### src/rtl/sigrun_xarb_pkg.sv
// Shared constants and types for the sigrun xbus arbiter.
package sigrun_xarb_pkg;

  localparam logic [31:0] XARB_TIMEOUT_DATA = 32'hDEAD_BEEF;
  localparam int unsigned XARB_MAX_MASTERS  = 8;
  localparam int unsigned XARB_MID_W        = $clog2(XARB_MAX_MASTERS);

  typedef logic [XARB_MID_W-1:0] xarb_mid_t;

endpackage

### src/rtl/sigrun_xarb_fifo.sv
// Synchronous FIFO holding master ids of outstanding reads; push and pop may coincide.
module sigrun_xarb_fifo #(
  parameter int unsigned DEPTH = 4,
  parameter int unsigned WIDTH = 3
) (
  input  logic             clk_i,
  input  logic             rst_i,
  input  logic             push_i,
  input  logic             pop_i,
  input  logic [WIDTH-1:0] data_i,
  output logic [WIDTH-1:0] head_o,
  output logic             full_o,
  output logic             empty_o
);

  localparam int unsigned PtrW = $clog2(DEPTH);

  logic [WIDTH-1:0] mem_q [DEPTH];
  logic [PtrW-1:0]  wr_ptr_q, rd_ptr_q;
  logic [PtrW:0]    cnt_q;
  logic             do_push, do_pop;

  assign empty_o = (cnt_q == '0);
  assign full_o  = (cnt_q == (PtrW+1)'(DEPTH));
  assign do_pop  = pop_i && !empty_o;
  assign do_push = push_i && (!full_o || do_pop);
  assign head_o  = mem_q[rd_ptr_q];

  always_ff @(posedge clk_i) begin
    if (do_push) begin
      mem_q[wr_ptr_q] <= data_i;
    end
  end

  always_ff @(posedge clk_i) begin
    if (rst_i) begin
      wr_ptr_q <= '0;
      rd_ptr_q <= '0;
      cnt_q    <= '0;
    end else begin
      if (do_push) wr_ptr_q <= wr_ptr_q + 1'b1;
      if (do_pop)  rd_ptr_q <= rd_ptr_q + 1'b1;
      if (do_push && !do_pop) begin
        cnt_q <= cnt_q + 1'b1;
      end else if (!do_push && do_pop) begin
        cnt_q <= cnt_q - 1'b1;
      end
    end
  end

endmodule

### src/rtl/sigrun_xbus_arbiter.sv
// Round-robin arbiter sharing one split-response slave among NUM_MASTERS requesters.
// Optional read timeout enabled by defining SIGRUN_XARB_TIMEOUT_EN.
module sigrun_xbus_arbiter
  import sigrun_xarb_pkg::*;
#(
  parameter int unsigned NUM_MASTERS     = 2,
  parameter int unsigned RESP_FIFO_DEPTH = 4,
  parameter int unsigned RESP_TIMEOUT    = 1024
) (
  input  logic                      clk_i,
  input  logic                      rst_i,
  input  logic [NUM_MASTERS-1:0]    m_req_i,
  input  logic [NUM_MASTERS-1:0]    m_we_i,
  input  logic [NUM_MASTERS*32-1:0] m_addr_bi,
  input  logic [NUM_MASTERS*4-1:0]  m_be_bi,
  input  logic [NUM_MASTERS*32-1:0] m_wdata_bi,
  output logic [NUM_MASTERS-1:0]    m_ack_o,
  output logic [NUM_MASTERS-1:0]    m_resp_o,
  output logic [NUM_MASTERS*32-1:0] m_rdata_bo,
  output logic                      s_req_o,
  output logic                      s_we_o,
  output logic [31:0]               s_addr_bo,
  output logic [3:0]                s_be_bo,
  output logic [31:0]               s_wdata_bo,
  input  logic                      s_ack_i,
  input  logic                      s_resp_i,
  input  logic [31:0]               s_rdata_bi,
  output logic                      busy_o
);

  logic [XARB_MAX_MASTERS-1:0] req_ext, we_ext;
  xarb_mid_t rr_ptr_q, rr_ptr_d, gnt_idx, fifo_head;
  logic      gnt_valid, gnt_we, hs, push, fifo_full, fifo_empty;
  logic      resp_fire, stray, err_q;
  logic [31:0] resp_data;

  assign req_ext = XARB_MAX_MASTERS'(m_req_i);
  assign we_ext  = XARB_MAX_MASTERS'(m_we_i);

  always_comb begin : p_grant
    int unsigned cand;
    cand      = 0;
    gnt_valid = 1'b0;
    gnt_idx   = '0;
    for (int unsigned i = 0; i < NUM_MASTERS; i++) begin
      cand = 32'(rr_ptr_q) + i;
      if (cand >= NUM_MASTERS) cand = cand - NUM_MASTERS;
      if (!gnt_valid && req_ext[xarb_mid_t'(cand)]) begin
        gnt_valid = 1'b1;
        gnt_idx   = xarb_mid_t'(cand);
      end
    end
  end

  // Full is sampled before any same-cycle pop, so a full FIFO always stalls reads.
  assign gnt_we   = we_ext[gnt_idx];
  assign s_req_o  = gnt_valid && (gnt_we || !fifo_full);
  assign hs       = s_req_o && s_ack_i;
  assign push     = hs && !gnt_we;
  assign busy_o   = !fifo_empty;
  assign rr_ptr_d = (gnt_idx == xarb_mid_t'(NUM_MASTERS - 1)) ? '0 : gnt_idx + 1'b1;

`ifdef SIGRUN_XARB_TIMEOUT_EN
  localparam int unsigned ToW   = $clog2(RESP_TIMEOUT) + 1;
  localparam int unsigned DropW = $clog2(RESP_FIFO_DEPTH) + 2;

  logic [ToW-1:0]   to_cnt_q, to_cnt_d;
  logic [DropW-1:0] drop_cnt_q, drop_cnt_d;
  logic             swallow, real_resp, to_fire;

  // Responses owed to already-timed-out reads are absorbed before reaching the FIFO.
  assign swallow   = s_resp_i && (drop_cnt_q != '0);
  assign real_resp = s_resp_i && !swallow && !fifo_empty;
  assign to_fire   = !fifo_empty && !real_resp && (to_cnt_q == ToW'(RESP_TIMEOUT - 1));
  assign resp_fire = real_resp || to_fire;
  assign resp_data = to_fire ? XARB_TIMEOUT_DATA : s_rdata_bi;
  assign stray     = s_resp_i && !swallow && fifo_empty;

  always_comb begin
    to_cnt_d   = to_cnt_q;
    drop_cnt_d = drop_cnt_q;
    if (resp_fire || (push && fifo_empty)) begin
      to_cnt_d = '0;
    end else if (!fifo_empty) begin
      to_cnt_d = to_cnt_q + 1'b1;
    end
    if (to_fire && !swallow) begin
      drop_cnt_d = drop_cnt_q + 1'b1;
    end else if (swallow && !to_fire) begin
      drop_cnt_d = drop_cnt_q - 1'b1;
    end
  end

  always_ff @(posedge clk_i) begin
    if (rst_i) begin
      to_cnt_q   <= '0;
      drop_cnt_q <= '0;
    end else begin
      to_cnt_q   <= to_cnt_d;
      drop_cnt_q <= drop_cnt_d;
    end
  end
`else
  assign resp_fire = s_resp_i && !fifo_empty;
  assign resp_data = s_rdata_bi;
  assign stray     = s_resp_i && fifo_empty;
`endif

  always_comb begin
    s_we_o     = 1'b0;
    s_addr_bo  = '0;
    s_be_bo    = '0;
    s_wdata_bo = '0;
    m_ack_o    = '0;
    m_resp_o   = '0;
    m_rdata_bo = '0;
    for (int unsigned i = 0; i < NUM_MASTERS; i++) begin
      if (gnt_valid && gnt_idx == xarb_mid_t'(i)) begin
        s_we_o     = m_we_i[i];
        s_addr_bo  = m_addr_bi[i*32 +: 32];
        s_be_bo    = m_be_bi[i*4 +: 4];
        s_wdata_bo = m_wdata_bi[i*32 +: 32];
        m_ack_o[i] = hs;
      end
      if (resp_fire && fifo_head == xarb_mid_t'(i)) begin
        m_resp_o[i]             = 1'b1;
        m_rdata_bo[i*32 +: 32]  = resp_data;
      end
    end
  end

  always_ff @(posedge clk_i) begin
    if (rst_i) begin
      rr_ptr_q <= '0;
      err_q    <= 1'b0;
    end else begin
      if (hs)    rr_ptr_q <= rr_ptr_d;
      if (stray) err_q    <= 1'b1;
    end
  end

  // Sticky debug flag and configuration kept visible without driving a port.
  logic unused_dbg;
  assign unused_dbg = ^{err_q, RESP_TIMEOUT};

  sigrun_xarb_fifo #(
    .DEPTH (RESP_FIFO_DEPTH),
    .WIDTH (XARB_MID_W)
  ) u_resp_fifo (
    .clk_i   (clk_i),
    .rst_i   (rst_i),
    .push_i  (push),
    .pop_i   (resp_fire),
    .data_i  (gnt_idx),
    .head_o  (fifo_head),
    .full_o  (fifo_full),
    .empty_o (fifo_empty)
  );

endmodule

### config.mk
export PLATFORM = sky130hd
export DESIGN_NAME = sigrun_xbus_arbiter
export DESIGN_NICKNAME = d
export VERILOG_FILES = /design/src/rtl/sigrun_xarb_pkg.sv /design/src/rtl/sigrun_xarb_fifo.sv /design/src/rtl/sigrun_xbus_arbiter.sv
export SDC_FILE = /design/constraint.sdc
export NUM_CORES = 1
export LEC_CHECK = 0
export ABC_AREA = 1
export CAP_MARGIN = 20
export CORE_AREA = 3 3 121 123
export DETAILED_ROUTE_END_ITERATION = 16
export DIE_AREA = 0 0 124 126
export HOLD_SLACK_MARGIN = 0.08
export SYNTH_ARGS = -nofsm -noshare
export SYNTH_HDL_FRONTEND = slang
export SYNTH_SLANG_ARGS = --single-unit
### constraint.sdc
create_clock -name clk_i -period 2.62 [get_ports clk_i]
set_input_delay 0.786 -clock clk_i [delete_from_list [all_inputs] [get_ports clk_i]]
set_output_delay 0.786 -clock clk_i [all_outputs]
set_load 0.005 [all_outputs]
-- After elaboration in Yosys (flattened, before gate mapping)
Memory sizes are Yosys's and may differ from the RTL's. A register that Yosys moved wholly into a read port is not among the register bits.
Cells that the tools add are included.
- add/subtract/negate cells: 8
- $mul: 0
- div/mod/pow operators: 0
- order comparisons: 5
- eq/ne operators: 3
- shift-type cells: 0
- multiplexer cells: 33
- bitwise operators: 0
- reduce and logical (&&, ||, !) cells: 25
- operator list (cell ; count):
    32-bit two-way mux ; 6
    3-bit two-way mux ; 7
    1-bit logical AND ; 13
    1-bit two-way mux ; 13
    3-bit by 4-bit less-than comparator with 1-bit output (second input constant) ; 3
    1-bit binary-select mux with 3-bit select ; 3
    3-bit zero test ; 3
    4-bit two-way mux ; 2
    3-bit by 1-bit adder with 3-bit output (second input constant) ; 2
    3-bit by 1-bit equality test with 1-bit output (second input constant) ; 2
    1-bit zero test ; 6
    3-bit by 2-bit subtractor with 3-bit output (second input constant) ; 2
    2-bit by 1-bit adder with 2-bit output (second input constant) ; 2
    3-bit by 1-bit adder with 4-bit output (second input constant) ; 1
    4-bit by 2-bit greater-or-equal comparator with 1-bit output (second input constant) ; 1
    2-bit two-way mux ; 2
    3-bit equality test (second input constant) ; 1
    3-bit by 2-bit greater-or-equal comparator with 1-bit output (second input constant) ; 1
    3-bit by 1-bit subtractor with 3-bit output (second input constant) ; 1
    1-bit logical OR ; 2
    2-bit nonzero test ; 1
- register bits: 10
- bits in latches: 0
- RAM bits: 12
- bits in read-only memories: 0
- bits of input ports: 176
- output and inout port bits: 139
- word-level logic and storage cells: 79
- memories: 1
- memories (memory ; depth ; width ; read ports ; clocked after memory_dff ; wr ports ; line ; source):
    u_resp_fifo.mem_q ; 4 ; 3 ; 1 ; 1 ; 1 ; sigrun_xarb_fifo.sv:18 ; logic [WIDTH-1:0] mem_q [DEPTH];

-- Longest topological paths before layout
Gate-level depths: netlist of run 1.
- depth after elaboration: 19
- depth in mapped cells: 22

-- By module
A second synthesis of run 1 with hierarchy kept.
- cell total of the unflattened synthesis: 508
- area, all modules: 2755.1 µm²
- by module, submodules not included (module ; times used ; cells an instance ; area an instance (µm²) ; seq. area each (µm²)):
    sigrun_xbus_arbiter ; 1 ; 407 ; 1785.5 ; 60.1
    sigrun_xarb_fifo ; 1 ; 101 ; 969.7 ; 540.5

-- Worst setup path after synthesis of run 1
Ideal clock, no wire load.
- path kind: input to register
- start: in m_req_i[1]
- end: reg u_resp_fifo.cnt_q[2]
- setup time: 0.070 ns
- arrival: 2.630 ns
- slack: -0.079 ns
- cell stages on the path: 20
- path buffers: 0
- cells stage by stage: inv_1 > nand2_1 > nand2_1 > nor2_2 > nand2_2 > nand2_1 > nand3_4 > nand2_1 > nand2_2 > inv_2 > nand4_4 > inv_1 > ha_1 > inv_1 > fa_1 > nor2_1 > nor2_1 > nand2_1 > o21ai_0 > a21oi_1
- longest elaborated chain between the ends: 16
- elaborated cells between the ends (all ways): 23
- RTL lines (element ; line ; source):
    from (decl) ; sigrun_xbus_arbiter.sv:12 ; input logic [NUM_MASTERS-1:0] m_req_i,
    1-bit binary-select mux with 3-bit select ; sigrun_xbus_arbiter.sv:48 ; if (!gnt_valid && req_ext[xarb_mid_t'(cand)]) begin
    1-bit two-way mux (not written as such) ; sigrun_xbus_arbiter.sv:48 ;
    1-bit two-way mux ; sigrun_xbus_arbiter.sv:48 ;
    1-bit zero test ; sigrun_xbus_arbiter.sv:48 ;
    1-bit logical AND ; sigrun_xbus_arbiter.sv:48 ;
    3-bit two-way mux ; sigrun_xbus_arbiter.sv:48 ;
    1-bit binary-select mux with 3-bit select ; sigrun_xbus_arbiter.sv:56 ; assign gnt_we = we_ext[gnt_idx];
    1-bit two-way mux (not written as such) ; sigrun_xbus_arbiter.sv:56 ;
    1-bit logical OR ; sigrun_xbus_arbiter.sv:57 ; assign s_req_o = gnt_valid && (gnt_we || !fifo_full);
    1-bit logical AND ; sigrun_xbus_arbiter.sv:57 ;
    1-bit logical AND ; sigrun_xbus_arbiter.sv:58 ; assign hs = s_req_o && s_ack_i;
    1-bit logical AND (*) ; sigrun_xbus_arbiter.sv:59 ; assign push = hs && !gnt_we;
    1-bit logical AND (*) ; sigrun_xarb_fifo.sv:26 ; assign do_push = push_i && (!full_o || do_pop);
    net u_resp_fifo.do_push ; sigrun_xarb_fifo.sv:21 ; logic do_push, do_pop;
    1-bit zero test ; sigrun_xarb_fifo.sv:45 ; end else if (!do_push && do_pop) begin
    1-bit logical AND ; sigrun_xarb_fifo.sv:45 ;
    2-bit nonzero test (no line) ; -- ;
    to (signal assigned) ; sigrun_xarb_fifo.sv:44 ; cnt_q <= cnt_q + 1'b1;
    to (signal assigned) ; sigrun_xarb_fifo.sv:46 ; cnt_q <= cnt_q - 1'b1;
    to (decl) ; sigrun_xarb_fifo.sv:20 ; logic [PtrW:0] cnt_q;
Mark *: on every way through the listed nets, which the timed path passes. The rest lies on a longest branch. The select of a mux whose other input is x is not followed.
A chain may end at the register's enable or synchronous reset.

-- Final worst setup path of run 1
- start: in m_req_i[0]
- end: out s_wdata_bo[10]
- longest elaborated chain between the ends: 10
- elaborated cells between the ends (all ways): 16
- RTL lines (element ; line ; source):
    1-bit binary-select mux with 3-bit select ; sigrun_xbus_arbiter.sv:48 ;
    1-bit two-way mux (not written as such) ; sigrun_xbus_arbiter.sv:48 ;
    1-bit two-way mux ; sigrun_xbus_arbiter.sv:48 ;
    1-bit zero test ; sigrun_xbus_arbiter.sv:48 ;
    1-bit logical AND ; sigrun_xbus_arbiter.sv:48 ;
    3-bit two-way mux ; sigrun_xbus_arbiter.sv:48 ;
    3-bit zero test ; sigrun_xbus_arbiter.sv:118 ; if (gnt_valid && gnt_idx == xarb_mid_t'(i)) begin
    1-bit logical AND ; sigrun_xbus_arbiter.sv:118 ;
    32-bit two-way mux ; sigrun_xbus_arbiter.sv:118 ;
    32-bit two-way mux (*) ; sigrun_xbus_arbiter.sv:118 ;
    to (decl) ; sigrun_xbus_arbiter.sv:24 ; output logic [31:0] s_wdata_bo,
Mark *: on every way between the ends. The rest lies on a longest branch, timed or not. The select of a mux whose other input is x is not followed.

==> results.cfg, run 1 <==
[power]
swShare = 0.412
p_seq_frac = 0.099
switchingPower_mw = 2.12
internal_power_mw = 3.03
combPwrFrac = 0.838
pwr-share-clk = 0.063
ir_drop_v = 0.000277
total_power_mw = 5.14
leakage_nw = 4.00
p_per_area_mw_per_mm2 = 655

[clocking]
cts_buffers = 3
clk_root_buffer_cell = clkbuf_16
htree_levels = 1
cts.sinks = 24
insertion_delay_ns = 0.25
clk_pin_slew_ns = 0.06
clk_path_buf_depth = 2
cts_tree = done

[layout]
drive_above_1_share = 0.486
final_util = 0.570
most-common-layout-cells = 173 x clkdlybuf4s50_1, 113 x nand2_1, 113 x buf_2
final_common_cell = clkdlybuf4s50_1
nNetsFinal = 1089
area_delta_synth_final_pct = 193

[sta]
slew_viol_final = 0
finalHoldViolCount = 0
setup-violations-final = 74
fin_ws_ns = -0.395
rsz0062_at_grt = true
fmax_mhz = 332
post-route-period-util = 1.15
finalCriticalPeriod_ns = 3.01
clock-skew-final_ns = 0.00393

[global_routing]
first_global_vias = 4466
grt_start_max_net_pins = 19
track_usage = 0.214
grt_antenna_before_repair = 2
grt_overflow_total = 0
grt_pass1_wl_um = 25400

[routing]
drc_errors = 0
first_iter_violations = 189
ant_nets = 0
vias_per_cell = 4.37
wl_per_cell_um = 17.1
dr_total_vias = 4728
wl_um = 18500
dr.pass1.iters = 4

[logic_synthesis]
yosys_warnings = 0
synth_seq_cells = 24
netlist_area_sq_mm = 0.00268
yosys.cell_types.count = 27
syn_area_per_cell_sq_um = 5.49
synthCells = 487
seq_area_frac_synth = 0.225

[min_path]
min_path_type = flop to flop
hold_depth = 2
hp-start = u_resp_fifo.rd_ptr_q[1]$_SDFFE_PP0P_

[place]
pre_cts_ws_ns = -1.14
place_congestion = 0.880
hpwlAfterDp_um = 12700
port_buffers = 314

[critical_path]
arrival_ns = 2.23
reg2reg_to = u_resp_fifo.cnt_q[2]$_SDFFE_PP0P_
cp_max_fo = 6
r2r_setup_slack_ns = -0.15
cp.required_ns = 1.83
crit_type = input port to output pin
critPathLaunchType = input port
r2r-start = rr_ptr_q[1]$_SDFFE_PP0N_
cp-end-kind = output pin
startpoint = m_req_i[0]
ff2ff_path_depth = 23

[die]
die_w_um = 124
row_count = 43
io_pins = 315
initial_core_util = 0.194
core_sq_mm = 0.0138
fp.dieArea_sq_mm = 0.0156
die_h_um = 126

[status]
outcome = finished, violations left
failed_checks = setup timing

[run]
drv_cap = 0
registers in the layout (all words and copies together) (netlist names), named ones only:
signal and cells:
u_resp_fifo.wr_ptr_q 2, rr_ptr_q 3, u_resp_fifo.cnt_q 3, u_resp_fifo.rd_ptr_q 2, u_resp_fifo.mem_q 12
metal layers:
metal,vias up,part of all wire,GRT usage
li1,2328,-,-
met1,2131,0.35,0.231
met2,239,0.51,0.391
met3,28,0.11,0.0678
met4,2,0.023,0.0651
met5,-,0.0011,0
cell families after synthesis:
| family | after synthesis | synth area share |
|---|---|---|
| AOI/OAI and AO/OA | 19 | 0.0412 |
| other | 1 | 0.00140 |
| buffers and inverters | 97 | 0.142 |
| xor gates and xnor gates | 1 | 0.00327 |
| DFF | 24 | 0.225 |
| adders and majority gates | 11 | 0.0543 |
| and+or+nand+nor | 334 | 0.533 |
metrics by stage:
step / setup TNS [ns] / instances / instance area, sq um / hold slack (ns)
floorplan: 0 / 494 / 2710 / 0.436
global placement: -130.73 / 1004 / 6380 / 0.453
detailed placement: -134.10 / 1004 / 6380 / 0.467
CTS: -20.39 / 1071 / 7330 / 0.474
global route: -28.04 / 1082 / 7850 / 0.503
finish: -21.20 / 1082 / 7850 / 0.465
synth_stat cells:
| cell type | count | area (sq um) |
|---|---|---|
| ha_1 | 10 | 125 |
| o21ai_0 | 6 | 30.0 |
| nand3_4 | 2 | 35.0 |
| nor3_1 | 3 | 15.0 |
| o21bai_1 | 1 | 7.51 |
| o221ai_1 | 1 | 8.76 |
| inv_2 | 3 | 11.3 |
| buf_2 | 7 | 35.0 |
| a21oi_1 | 8 | 40.0 |
| edfxtp_1 | 12 | 360 |
| inv_1 | 66 | 248 |
| nand2_4 | 1 | 11.3 |
| dfxtp_1 | 12 | 240 |
| nor2_1 | 77 | 289 |
| fa_1 | 1 | 20.0 |
| nand3_1 | 76 | 380 |
| conb_1 | 1 | 3.75 |
| nand3_2 | 1 | 10.0 |
| nand2_2 | 3 | 18.8 |
| xnor2_1 | 1 | 8.76 |
| nand4_4 | 1 | 21.3 |
| a32oi_1 | 1 | 8.76 |
| nor2_2 | 3 | 18.8 |
| o31ai_1 | 2 | 15.0 |
| nand2_1 | 167 | 627 |
| clkbuf_1 | 20 | 75.1 |
| buf_6 | 1 | 11.3 |
how the worst max path moves through the flow:
stage / to / slack [ns] / depth (start not counted)
2_1_floorplan: u_resp_fifo.cnt_q[1]$_SDFFE_PP0P_ / 0.004 / 17
3_3_place_gp: s_wdata_bo[1] / -1.10 / 13
3_5_place_dp: s_addr_bo[2] / -1.14 / 11
4_1_cts: s_be_bo[3] / -0.38 / 16
5_1_grt: s_wdata_bo[12] / -0.46 / 15
6_report: s_wdata_bo[10] / -0.39 / 15
cell type report:
cell class | instances | area, sq um
clock buffer | 4 | 78.8
timing repair buffer | 431 | 4140
antenna | 1 | 2.50
tap | 180 | 225
inverter | 69 | 300
multi-input combinational | 373 | 2490
fill | 1285 | 5920
sequential | 24 | 609
worst max-delay path, cell delays in order:
cell     delay [ns]
buf_6          0.07
inv_1          0.03
nand2_1        0.10
nand2_2        0.09
nor2_4         0.11
nand2_4        0.07
nand2_4        0.09
nand3_4        0.09
buf_6          0.15
buf_12         0.14
buf_16         0.14
buf_12         0.12
nand3_2        0.04
nand2_1        0.05
buf_2          0.13
repair_timing:
action | CTS | global route
pin swaps | 53 | 40
buffers inserted | 50 | 15
hold buffers | 0 | 0
resized for setup | 715 | 154
gates cloned | 18 | 3
setup endpoints to repair | 153 | 145
power groups by stage:
stage,Combinational [mW],Sequential (mW),Clock (mW)
2_1_floorplan,1.10,0.503,0
3_3_place_gp,2.93,0.500,0
3_5_place_dp,2.93,0.501,0
4_1_cts,3.99,0.496,0.334
5_1_grt,4.60,0.516,0.347
6_report,4.31,0.510,0.325
Power figures use the tool's default switching activity.
==> run 2, diff against run 1 <==
--- a/config.mk
+++ b/config.mk
@@ -8,9 +8,11 @@
 export ABC_AREA = 1
 export CAP_MARGIN = 20
 export CORE_AREA = 3 3 121 123
+export CTS_CLUSTER_SIZE = 12
 export DETAILED_ROUTE_END_ITERATION = 16
 export DIE_AREA = 0 0 124 126
 export HOLD_SLACK_MARGIN = 0.08
+export PLACE_DENSITY = 0.68
 export SYNTH_ARGS = -nofsm -noshare
 export SYNTH_HDL_FRONTEND = slang
 export SYNTH_SLANG_ARGS = --single-unit
==> results.cfg, run 2 (synthesis gave the netlist of run 1 again) <==
[layout]
seqCellArea_sq_um = 612
multi_input_area_sq_mm = 0.00272
most-common-layout-cells = 173 x clkdlybuf4s50_1, 111 x buf_2, 99 x nand2_1
reg_top3 = u_resp_fifo.mem_q: 12 flops, rr_ptr_q: 3 flops, u_resp_fifo.cnt_q: 3 flops
nNetsFinal = 1089
fin_area_sq_mm = 0.00812
regMostFlops = u_resp_fifo.mem_q
nFillCells = 1211
layout.cells.non_filler = 1082
area_delta_synth_final_pct = 203
drive_above_1_share = 0.533
final_common_cell = clkdlybuf4s50_1
final_util = 0.589
largest_reg_flops = 12

[min_path]
hp-start = u_resp_fifo.rd_ptr_q[1]$_SDFFE_PP0P_
min_path_type = flop to flop

[power]
p_per_area_mw_per_mm2 = 675
total_power_mw = 5.48
ir_drop_v = 0.000377
leakage_nw = 4.12

[place]
pre_cts_ws_ns = -1.14
place_area_sq_mm = 0.00637
hpwlAfterDp_um = 12800
place_congestion = 0.914
dp_cells = 1003
port_buffers = 314

[die]
io_pins = 315
initial_core_util = 0.194
core_sq_mm = 0.0138
fp.dieArea_sq_mm = 0.0156
row_count = 43
die_w_um = 124
die_h_um = 126

[sta]
post-route-period-util = 1.20
finalCriticalPeriod_ns = 3.13
clock-skew-final_ns = 0.00190
finalHoldViolCount = 0
slew_viol_final = 0
fmax_mhz = 319
fin_ws_ns = -0.511
setup-violations-final = 75
rsz0062_at_grt = true

[clocking]
clk_root_buffer_cell = clkbuf_16
cts_buffers = 3
clk_pin_slew_ns = 0.06
insertion_delay_ns = 0.25
cts_hold_buf = 0
cts.sinks = 24
htree_levels = 1
cts_tree = done
clk_path_buf_depth = 2

[status]
failed_checks = setup timing
outcome = finished, violations left

[critical_path]
cp-end-kind = output pin
cp_max_fo = 7
r2r-start = rr_ptr_q[0]$_SDFFE_PP0N_
critPathLaunchType = input port
arrival_ns = 2.35
cp.required_ns = 1.83
startpoint = m_req_i[1]
crit_type = input port to output pin

[routing]
wl_um = 19900
drc_errors = 0
vias_per_cell = 4.45
wl_per_cell_um = 18.4
dr.pass1.iters = 4
ant_nets = 0
dr_total_vias = 4817
first_iter_violations = 204

[global_routing]
first_global_vias = 4865
grt_start_max_net_pins = 19
grt_overflow_total = 0
track_usage = 0.231
grt_pass1_wl_um = 27200
grt_antenna_before_repair = 3

[run]
drv_cap = 0
run 2: cell count changes in the layout (fill, tap and decap cells not counted), sizes merged:
| cell | delta |
|---|---|
| clkinv | +1 |
| inv | -1 |
| clkbuf | -2 |
| buf | +2 |
run 2: report_power, final:
part	switching [mW]	leakage (nW)	total (mW)	internal (mW)
Clock	0.113	0.0382	0.320	0.207
Combinational	2.14	3.87	4.64	2.50
Sequential	0.0496	0.210	0.516	0.466
Total	2.30	4.12	5.48	3.17
run 2: final cells by class:
class	count	share of cell area
Clock buffer	4	0.00971
Multi-Input combinational cell	373	0.335
Timing Repair Buffer	431	0.516
Inverter	69	0.0356
Sequential cell	24	0.0754
Tap cell	180	0.0277
Antenna cell	1	0.000308
run 2: per-stage QoR:
stage	setup TNS [ns]	hold WS, ns
floorplan	0	0.436
global placement	-132.76	0.457
detailed placement	-134.23	0.461
CTS	-27.36	0.462
global route	-34.06	0.505
finish	-27.57	0.455
run 2: path summary, 6_finish.rpt:
check	to	slack (ns)	cells after the start
min reg2reg	flop	0.46	2
max reg2reg	u_resp_fifo.cnt_q[2]$_SDFFE_PP0P_	-0.09	21
max	s_addr_bo[23]	-0.51	17
min	flop	0.46	2
run 2: metal layers:
| layer | wire length (um) | GRT usage |
|---|---|---|
| met2 | 10600 | 0.439 |
| met4 | 709 | 0.0825 |
| met3 | 2290 | 0.0813 |
| met1 | 6210 | 0.225 |
| met5 | 32 | 0 |
run 2: worst max-delay path, cell delays in order:
cell and delay [ns]:
buf_8 0.08, inv_4 0.03, nand2_4 0.05, buf_6 0.09, inv_2 0.03, nor2_4 0.11
nand3_2 0.12, nand3_4 0.14, buf_12 0.12, inv_8 0.03, buf_12 0.12, buf_12 0.13
buf_16 0.13, buf_12 0.14, nand2_4 0.06, nand2_2 0.05, buf_6 0.12
run 2: what timing repair did:
item / 4_1_cts / 5_1_grt
cloned: 22 / 1
gates resized for setup: 680 / 231
pin swaps: 45 / 51
endpoints found under the setup margin: 153 / 150
hold endpoints to repair: 0 / 0
buffers inserted: 53 / 12
